===== src/rtl/pipelined_bls_subtractor_if.sv =====
// Operand/result handshake bundle for pipelined_bls_subtractor.
// The slave modport is the subtractor's view. The master modport is the
// view of the block that supplies operands and consumes results.
interface pipelined_bls_subtractor_if #(
    parameter int unsigned WIDTH = 16
);
    logic             in_valid;
    logic             in_ready;
    logic [WIDTH-1:0] X;
    logic [WIDTH-1:0] Y;
    logic             Bin;
    logic             out_valid;
    logic             out_ready;
    logic [WIDTH-1:0] Diff;
    logic             Bout;
    logic             Ovf;
    logic             Zero;

    modport slave (
        input  in_valid, X, Y, Bin, out_ready,
        output in_ready, out_valid, Diff, Bout, Ovf, Zero
    );

    modport master (
        output in_valid, X, Y, Bin, out_ready,
        input  in_ready, out_valid, Diff, Bout, Ovf, Zero
    );
endinterface


===== src/rtl/pipelined_bls_subtractor.sv =====
// Pipelined borrow-lookahead subtractor: Diff = X - Y - Bin.
// Each stage resolves one 4-bit group, so there are WIDTH/4 stages.
// One global advance signal moves or stalls the whole pipeline.
module pipelined_bls_subtractor #(
    parameter int unsigned WIDTH = 16
) (
    input  logic                        clk,
    input  logic                        rst_n,
    pipelined_bls_subtractor_if.slave   bus
);
    localparam int unsigned NGRP = WIDTH / 4;

    // Resolves one 4-bit group. All four borrows are computed directly
    // from generate/propagate, with no ripple between them.
    // Result is {group borrow-out, 4 difference bits}.
    function automatic logic [4:0] f_group_sub(
        input logic [3:0] x,
        input logic [3:0] y,
        input logic       bin
    );
        logic [3:0] g;
        logic [3:0] p;
        logic [3:0] b;
        logic [3:0] d;
        g    = ~x & y;
        p    = ~(x ^ y);
        b[0] = g[0] | (p[0] & bin);
        b[1] = g[1] | (p[1] & g[0]) | (p[1] & p[0] & bin);
        b[2] = g[2] | (p[2] & g[1]) | (p[2] & p[1] & g[0])
             | (p[2] & p[1] & p[0] & bin);
        b[3] = g[3] | (p[3] & g[2]) | (p[3] & p[2] & g[1])
             | (p[3] & p[2] & p[1] & g[0])
             | (p[3] & p[2] & p[1] & p[0] & bin);
        d    = ~p ^ {b[2:0], bin};
        return {b[3], d};
    endfunction

    // Stage registers: valid bit, operands carried forward, completed
    // difference bits, and the group borrow-out.
    logic             r_v [NGRP];
    logic [WIDTH-1:0] r_x [NGRP];
    logic [WIDTH-1:0] r_y [NGRP];
    logic [WIDTH-1:0] r_d [NGRP];
    logic             r_b [NGRP];
    logic             r_ovf;
    logic             r_zero;

    // Value each stage register would load on the next advance.
    logic             w_v_nxt [NGRP];
    logic [WIDTH-1:0] w_x_nxt [NGRP];
    logic [WIDTH-1:0] w_y_nxt [NGRP];
    logic [WIDTH-1:0] w_d_nxt [NGRP];
    logic             w_b_nxt [NGRP];
    logic             w_ovf_nxt;
    logic             w_zero_nxt;
    logic             w_adv;

    assign w_adv = ~r_v[NGRP-1] | bus.out_ready;

    for (genvar k = 0; k < NGRP; k++) begin : g_stage
        localparam logic [WIDTH-1:0] GMASK = WIDTH'(4'hF) << (4 * k);

        logic             w_v_in;
        logic [WIDTH-1:0] w_x_in;
        logic [WIDTH-1:0] w_y_in;
        logic [WIDTH-1:0] w_d_in;
        logic             w_b_in;
        logic [4:0]       w_res;

        if (k == 0) begin : g_first
            assign w_v_in = bus.in_valid;
            assign w_x_in = bus.X;
            assign w_y_in = bus.Y;
            assign w_d_in = '0;
            assign w_b_in = bus.Bin;
        end else begin : g_next
            assign w_v_in = r_v[k-1];
            assign w_x_in = r_x[k-1];
            assign w_y_in = r_y[k-1];
            assign w_d_in = r_d[k-1];
            assign w_b_in = r_b[k-1];
        end

        assign w_res      = f_group_sub(w_x_in[4*k +: 4], w_y_in[4*k +: 4], w_b_in);
        assign w_v_nxt[k] = w_v_in;
        assign w_x_nxt[k] = w_x_in;
        assign w_y_nxt[k] = w_y_in;
        assign w_d_nxt[k] = (w_d_in & ~GMASK) | (WIDTH'(w_res[3:0]) << (4 * k));
        assign w_b_nxt[k] = w_res[4];
    end

    // The flags are computed alongside the last group so that they are
    // registered together with Diff.
    assign w_ovf_nxt  = (w_x_nxt[NGRP-1][WIDTH-1] ^ w_y_nxt[NGRP-1][WIDTH-1])
                      & (w_d_nxt[NGRP-1][WIDTH-1] ^ w_x_nxt[NGRP-1][WIDTH-1]);
    assign w_zero_nxt = ~|w_d_nxt[NGRP-1];

    // All stages move together on an advance and hold otherwise.
    // An empty upstream stage loads a bubble.
    always_ff @(posedge clk or negedge rst_n) begin
        if (!rst_n) begin
            for (int unsigned k = 0; k < NGRP; k++) begin
                r_v[k] <= 1'b0;
                r_x[k] <= '0;
                r_y[k] <= '0;
                r_d[k] <= '0;
                r_b[k] <= 1'b0;
            end
            r_ovf  <= 1'b0;
            r_zero <= 1'b0;
        end else if (w_adv) begin
            for (int unsigned k = 0; k < NGRP; k++) begin
                r_v[k] <= w_v_nxt[k];
                r_x[k] <= w_x_nxt[k];
                r_y[k] <= w_y_nxt[k];
                r_d[k] <= w_d_nxt[k];
                r_b[k] <= w_b_nxt[k];
            end
            r_ovf  <= w_ovf_nxt;
            r_zero <= w_zero_nxt;
        end
    end

    assign bus.in_ready  = w_adv;
    assign bus.out_valid = r_v[NGRP-1];
    assign bus.Diff      = r_d[NGRP-1];
    assign bus.Bout      = r_b[NGRP-1];
    assign bus.Ovf       = r_ovf;
    assign bus.Zero      = r_zero;
endmodule

===== src/flat_wrapper.sv =====
// flat-port wrapper written by rule: the top's interface ports become plain ports
module pipelined_bls_subtractor_flat 
#(
    parameter int unsigned WIDTH = 16
)
  (clk, rst_n, bus_in_valid, bus_X, bus_Y, bus_Bin, bus_out_ready, bus_in_ready, bus_out_valid, bus_Diff, bus_Bout, bus_Ovf, bus_Zero);
  pipelined_bls_subtractor_if #(.WIDTH(WIDTH)) bus_i ();
  input  logic clk;
  input  logic rst_n;
  input wire logic [$bits(bus_i.in_valid)-1:0] bus_in_valid;
  input wire logic [$bits(bus_i.X)-1:0] bus_X;
  input wire logic [$bits(bus_i.Y)-1:0] bus_Y;
  input wire logic [$bits(bus_i.Bin)-1:0] bus_Bin;
  input wire logic [$bits(bus_i.out_ready)-1:0] bus_out_ready;
  output wire logic [$bits(bus_i.in_ready)-1:0] bus_in_ready;
  output wire logic [$bits(bus_i.out_valid)-1:0] bus_out_valid;
  output wire logic [$bits(bus_i.Diff)-1:0] bus_Diff;
  output wire logic [$bits(bus_i.Bout)-1:0] bus_Bout;
  output wire logic [$bits(bus_i.Ovf)-1:0] bus_Ovf;
  output wire logic [$bits(bus_i.Zero)-1:0] bus_Zero;
  assign bus_i.in_valid = bus_in_valid;
  assign bus_i.X = bus_X;
  assign bus_i.Y = bus_Y;
  assign bus_i.Bin = bus_Bin;
  assign bus_i.out_ready = bus_out_ready;
  assign bus_in_ready = bus_i.in_ready;
  assign bus_out_valid = bus_i.out_valid;
  assign bus_Diff = bus_i.Diff;
  assign bus_Bout = bus_i.Bout;
  assign bus_Ovf = bus_i.Ovf;
  assign bus_Zero = bus_i.Zero;
  pipelined_bls_subtractor #(.WIDTH(WIDTH)) u_core (.clk(clk), .rst_n(rst_n), .bus(bus_i));
endmodule

===== config.mk =====
export PLATFORM = sky130hd
export DESIGN_NAME = pipelined_bls_subtractor_flat
export DESIGN_NICKNAME = d
export VERILOG_FILES = /design/src/rtl/pipelined_bls_subtractor_if.sv /design/src/rtl/pipelined_bls_subtractor.sv /design/src/flat_wrapper.sv
export SDC_FILE = /design/constraint.sdc
export NUM_CORES = 1
export LEC_CHECK = 0
export CAP_MARGIN = 20
export CORE_MARGIN = 2
export CORE_UTILIZATION = 49
export DETAILED_ROUTE_END_ITERATION = 6
export GPL_TIMING_DRIVEN = 0
export HOLD_SLACK_MARGIN = 0.1
export PLACE_DENSITY_LB_ADDON = 0.12
export SYNTH_ARGS = -nofsm -noshare
export SYNTH_HDL_FRONTEND = slang
export SYNTH_SLANG_ARGS = --single-unit

===== constraint.sdc =====
create_clock -name clk -period 1.69 [get_ports clk]
set_input_delay 0.338 -clock clk [delete_from_list [all_inputs] [get_ports clk]]
set_output_delay 0.338 -clock clk [all_outputs]
set_load 0.005 [all_outputs]

==> metrics.txt <==
status completed; TNS Setup 0 ps; final core utilization 63.0%; largest family of logic cells by synthesized area simple AND/OR/NAND/NOR gates; Die ar. 9380 µm²; crit-path max FO 3; Initial Util 50.9%; core footprint between 8000 and 9000 µm²; Rows 33; RSZ-0062 raised after global routing yes; max-cap violations 0; Worst EP required about 2000 ps; Worst R2R Start u_core.g_stage[3].w_y_in[12]; r2r endpoint u_core.bus.Zero; VDD IR-drop max roughly 650 µV; setup violators final 0; Seq cells post-synth 98; Post-Synth XOR/XNOR Area 2.70%; Synthesis Warnings 0; Arrival @ worst endpoint around 1900 ps; share of the synthesized area in the top cell type 58.1%; TritonCTS Buffers 9; worst path bufs/invs 0; Final min period approximately 1600 ps; area of placed instances 4950 µm²; Post-synth EDFFs 0; hold depth 4; post-route DRC violation count 0; Synth Area in Compound Gates 6.79%; Worst Hold Launch bus_X[0]; total grt overflow 0; Antenna diodes 0; Worst slew margin approximately three fifths; layout cells sized above 1 ~8.9%; Critical Path Source Type register; Layout Area Growth over Synthesis 23.8%; Mapped Cells 460; Vias 3164; Die Ht 96.8 µm; top-count cell post-synth nand2_1; CTS root buffer clkbuf_8; Power per Cell Area 1750 nW/µm²; Top delay family on crit path compound AO/OA/AOI/OAI gates; Mapped Nets 518; most instantiated cells after synthesis nand2_1 (210), dfrtp_1 (98), inv_1 (24); FF-to-FF setup slack about 63 ps; Slew Viols, Final 0; Final Hold Viols 0; CTS sink count 98; Layout Nets around 600; register area share after synthesis around 58%; I/O Pins 58; Clock Tree Buf Depth 2; detailed placement HPWL 6.50 mm; pin count of the biggest net entering global routing 57; post-synthesis mux area share 0%; cell area after layout between 5000 and 6000 µm²; CP peak stage delay 420 ps; CP Class reg -> reg; routed wire length 9.31 mm; worst clock skew ~9 ps; final weighted congestion in routability-driven placement just over 0.8; Yosys top cell by area dfrtp_1; largest cells by area after synthesis dfrtp_1 (58%), nand2_1 (19%), ha_1 (5.0%), a21oi_1 (2.6%), o21ai_0 (2.1%); die width between 90 and 100 µm; Synth Area in Adders under 10%; vias in the first global route ~3300; CTS tree yes; fillers just over 700; Post-Synth Simple-Gate Area between 20% and 30%; prevailing post-synth register cell dfrtp_1; post-route ant nets 0; CTS clk-pin slew, worst paths about 100 ps; Post-Syn Area roughly 4200 µm²; Vias/cell around 5; hold_ws 409 ps; Tot GR Track Use roughly a fifth; crit share post-route 96.2%; H-Tree Depth 3; Netlist cell types 24; fraction of registers with async set/reset 100%; Hold Crit Endpoint u_core.g_stage[1].w_d_in[0]; Pre-antenna DRT Iters 4; Lkg Pwr ~2.7 nW; Starting DRT DRC Count about 190; FMAX 0.615 GHz; Worst Setup End Kind register; PortBufs 57; Worst Tran Pin Value approximately 590 ps; clk_lat worst skew about 370 ps; CP cell instances ha_1 -> a211oi_2 -> o21bai_2 -> xor2_1 -> a32o_2; worst hold path class in -> reg; antenna violations before repair 0; WL/cell between 10 and 15 µm; Mean Syn Cell Area a little over 9 µm²; first-pass GRT wire length ~15 mm; slowest cell on the critical path dfrtp_1; reg2reg path depth 5
cell usage in the layout (no fill, tap or decap), types with 7 or more instances in the layout:
cell | Yosys | final
buf_4 | 0 | 7
clkbuf_8 | 0 | 10
nand2_1 | 210 | 210
a21oi_1 | 22 | 19
inv_1 | 24 | 21
clkbuf_1 | 16 | 11
nor2_1 | 14 | 14
o21ai_0 | 18 | 17
clkdlybuf4s50_1 | 0 | 52
dfrtp_1 | 98 | 98
ha_1 | 17 | 17
xnor2_1 | 7 | 7
layout make-up:
type / instances / area, µm² / share of cell area, %
tap: 105 / 131 / 2.51
multi-input combinational: 316 / 1630 / 31.1
timing repair buffer: 65 / 649 / 12.4
clock buffer: 11 / 141 / 2.70
clock inverter: 4 / 28.8 / 0.551
sequential: 98 / 2450 / 46.9
inverter: 24 / 90.1 / 1.72
buffer: 21 / 109 / 2.08
per-layer routing:
layer  vias up  wire length, µm  track usage, %
met2        56             4220            32.0
met1      1520             4630            29.8
met4         0               95            8.13
met5         -                0               0
met3         9              360            3.61
li1       1579                -               -
cells by family (layout without fill, tap and decap cells):
kind of cell             count (synthesis)  after routing
flip-flops                              98             98
adder cells (fa/ha/maj)                 21             21
AND/OR/NAND/NOR                        231            231
XOR/XNOR                                13             13
buffers and inverters                   46            125
AO/OA/AOI/OAI                           51             51
sequential cells by signal (all words and copies together), names as in the netlist:
signal,count
u_core.bus.Diff,16
u_core.bus.out_valid,1
u_core.g_stage.w_d_in,24
u_core.bus.Ovf,1
u_core.g_stage.w_v_in,3
u_core.bus.Zero,1
u_core.g_stage.w_b_in,3
u_core.g_stage.w_y_in,24
u_core.bus.Bout,1
u_core.g_stage.w_x_in,24
worst max-delay path by stage:
| stage | start | endpoint | slack [ps] | cells after the start |
|---|---|---|---|---|
| after global routing | u_core.g_stage[3].w_x_in[12] | u_core.bus.Zero | -10 | 6 |
| final | u_core.g_stage[3].w_y_in[12] | u_core.bus.Zero | 60 | 5 |
| after global placement | rst_n | u_core.g_stage[1].w_y_in[11] | -3340 | 1 |
| after CTS | u_core.bus.out_valid | bus_in_ready | -10 | 5 |
| after floorplan | u_core.g_stage[3].w_x_in[12] | u_core.bus.Zero | 90 | 6 |
| after detailed placement | bus_out_ready | bus_in_ready | -760 | 7 |
timing repair:
item	4_1_cts	5_1_grt
pin swaps	3	4
hold buffers	1	0
resized for setup	15	18
endpoints found under the hold margin	42	0
setup buffers	6	0
setup endpoints to repair	38	30
metrics by stage:
step,worst slack (ps),power (W),std cells
floorplan,86.6,0.00618,460
global placement,-3340,0.00743,622
detailed placement,-758,0.00758,623
CTS,-14.0,0.00909,644
global route,-11.4,0.00987,644
finish,63.5,0.00912,644
worst min-delay path, delay by kind of cell:
kind / cells / cell delay [ps]
fa+ha+maj: 1 / 180
buf+inv: 1 / 130
simple gates: 2 / 100
power by group:
part	total [W]	internal [W]	switching (W)	leakage, nW
logic	0.00376	0.00176	0.00201	1.41
clock network	0.00138	0.000569	0.000816	0.0814
registers	0.00398	0.00336	0.000619	1.18
total	0.00912	0.00568	0.00344	2.67
(Power assumes the default switching activity.)
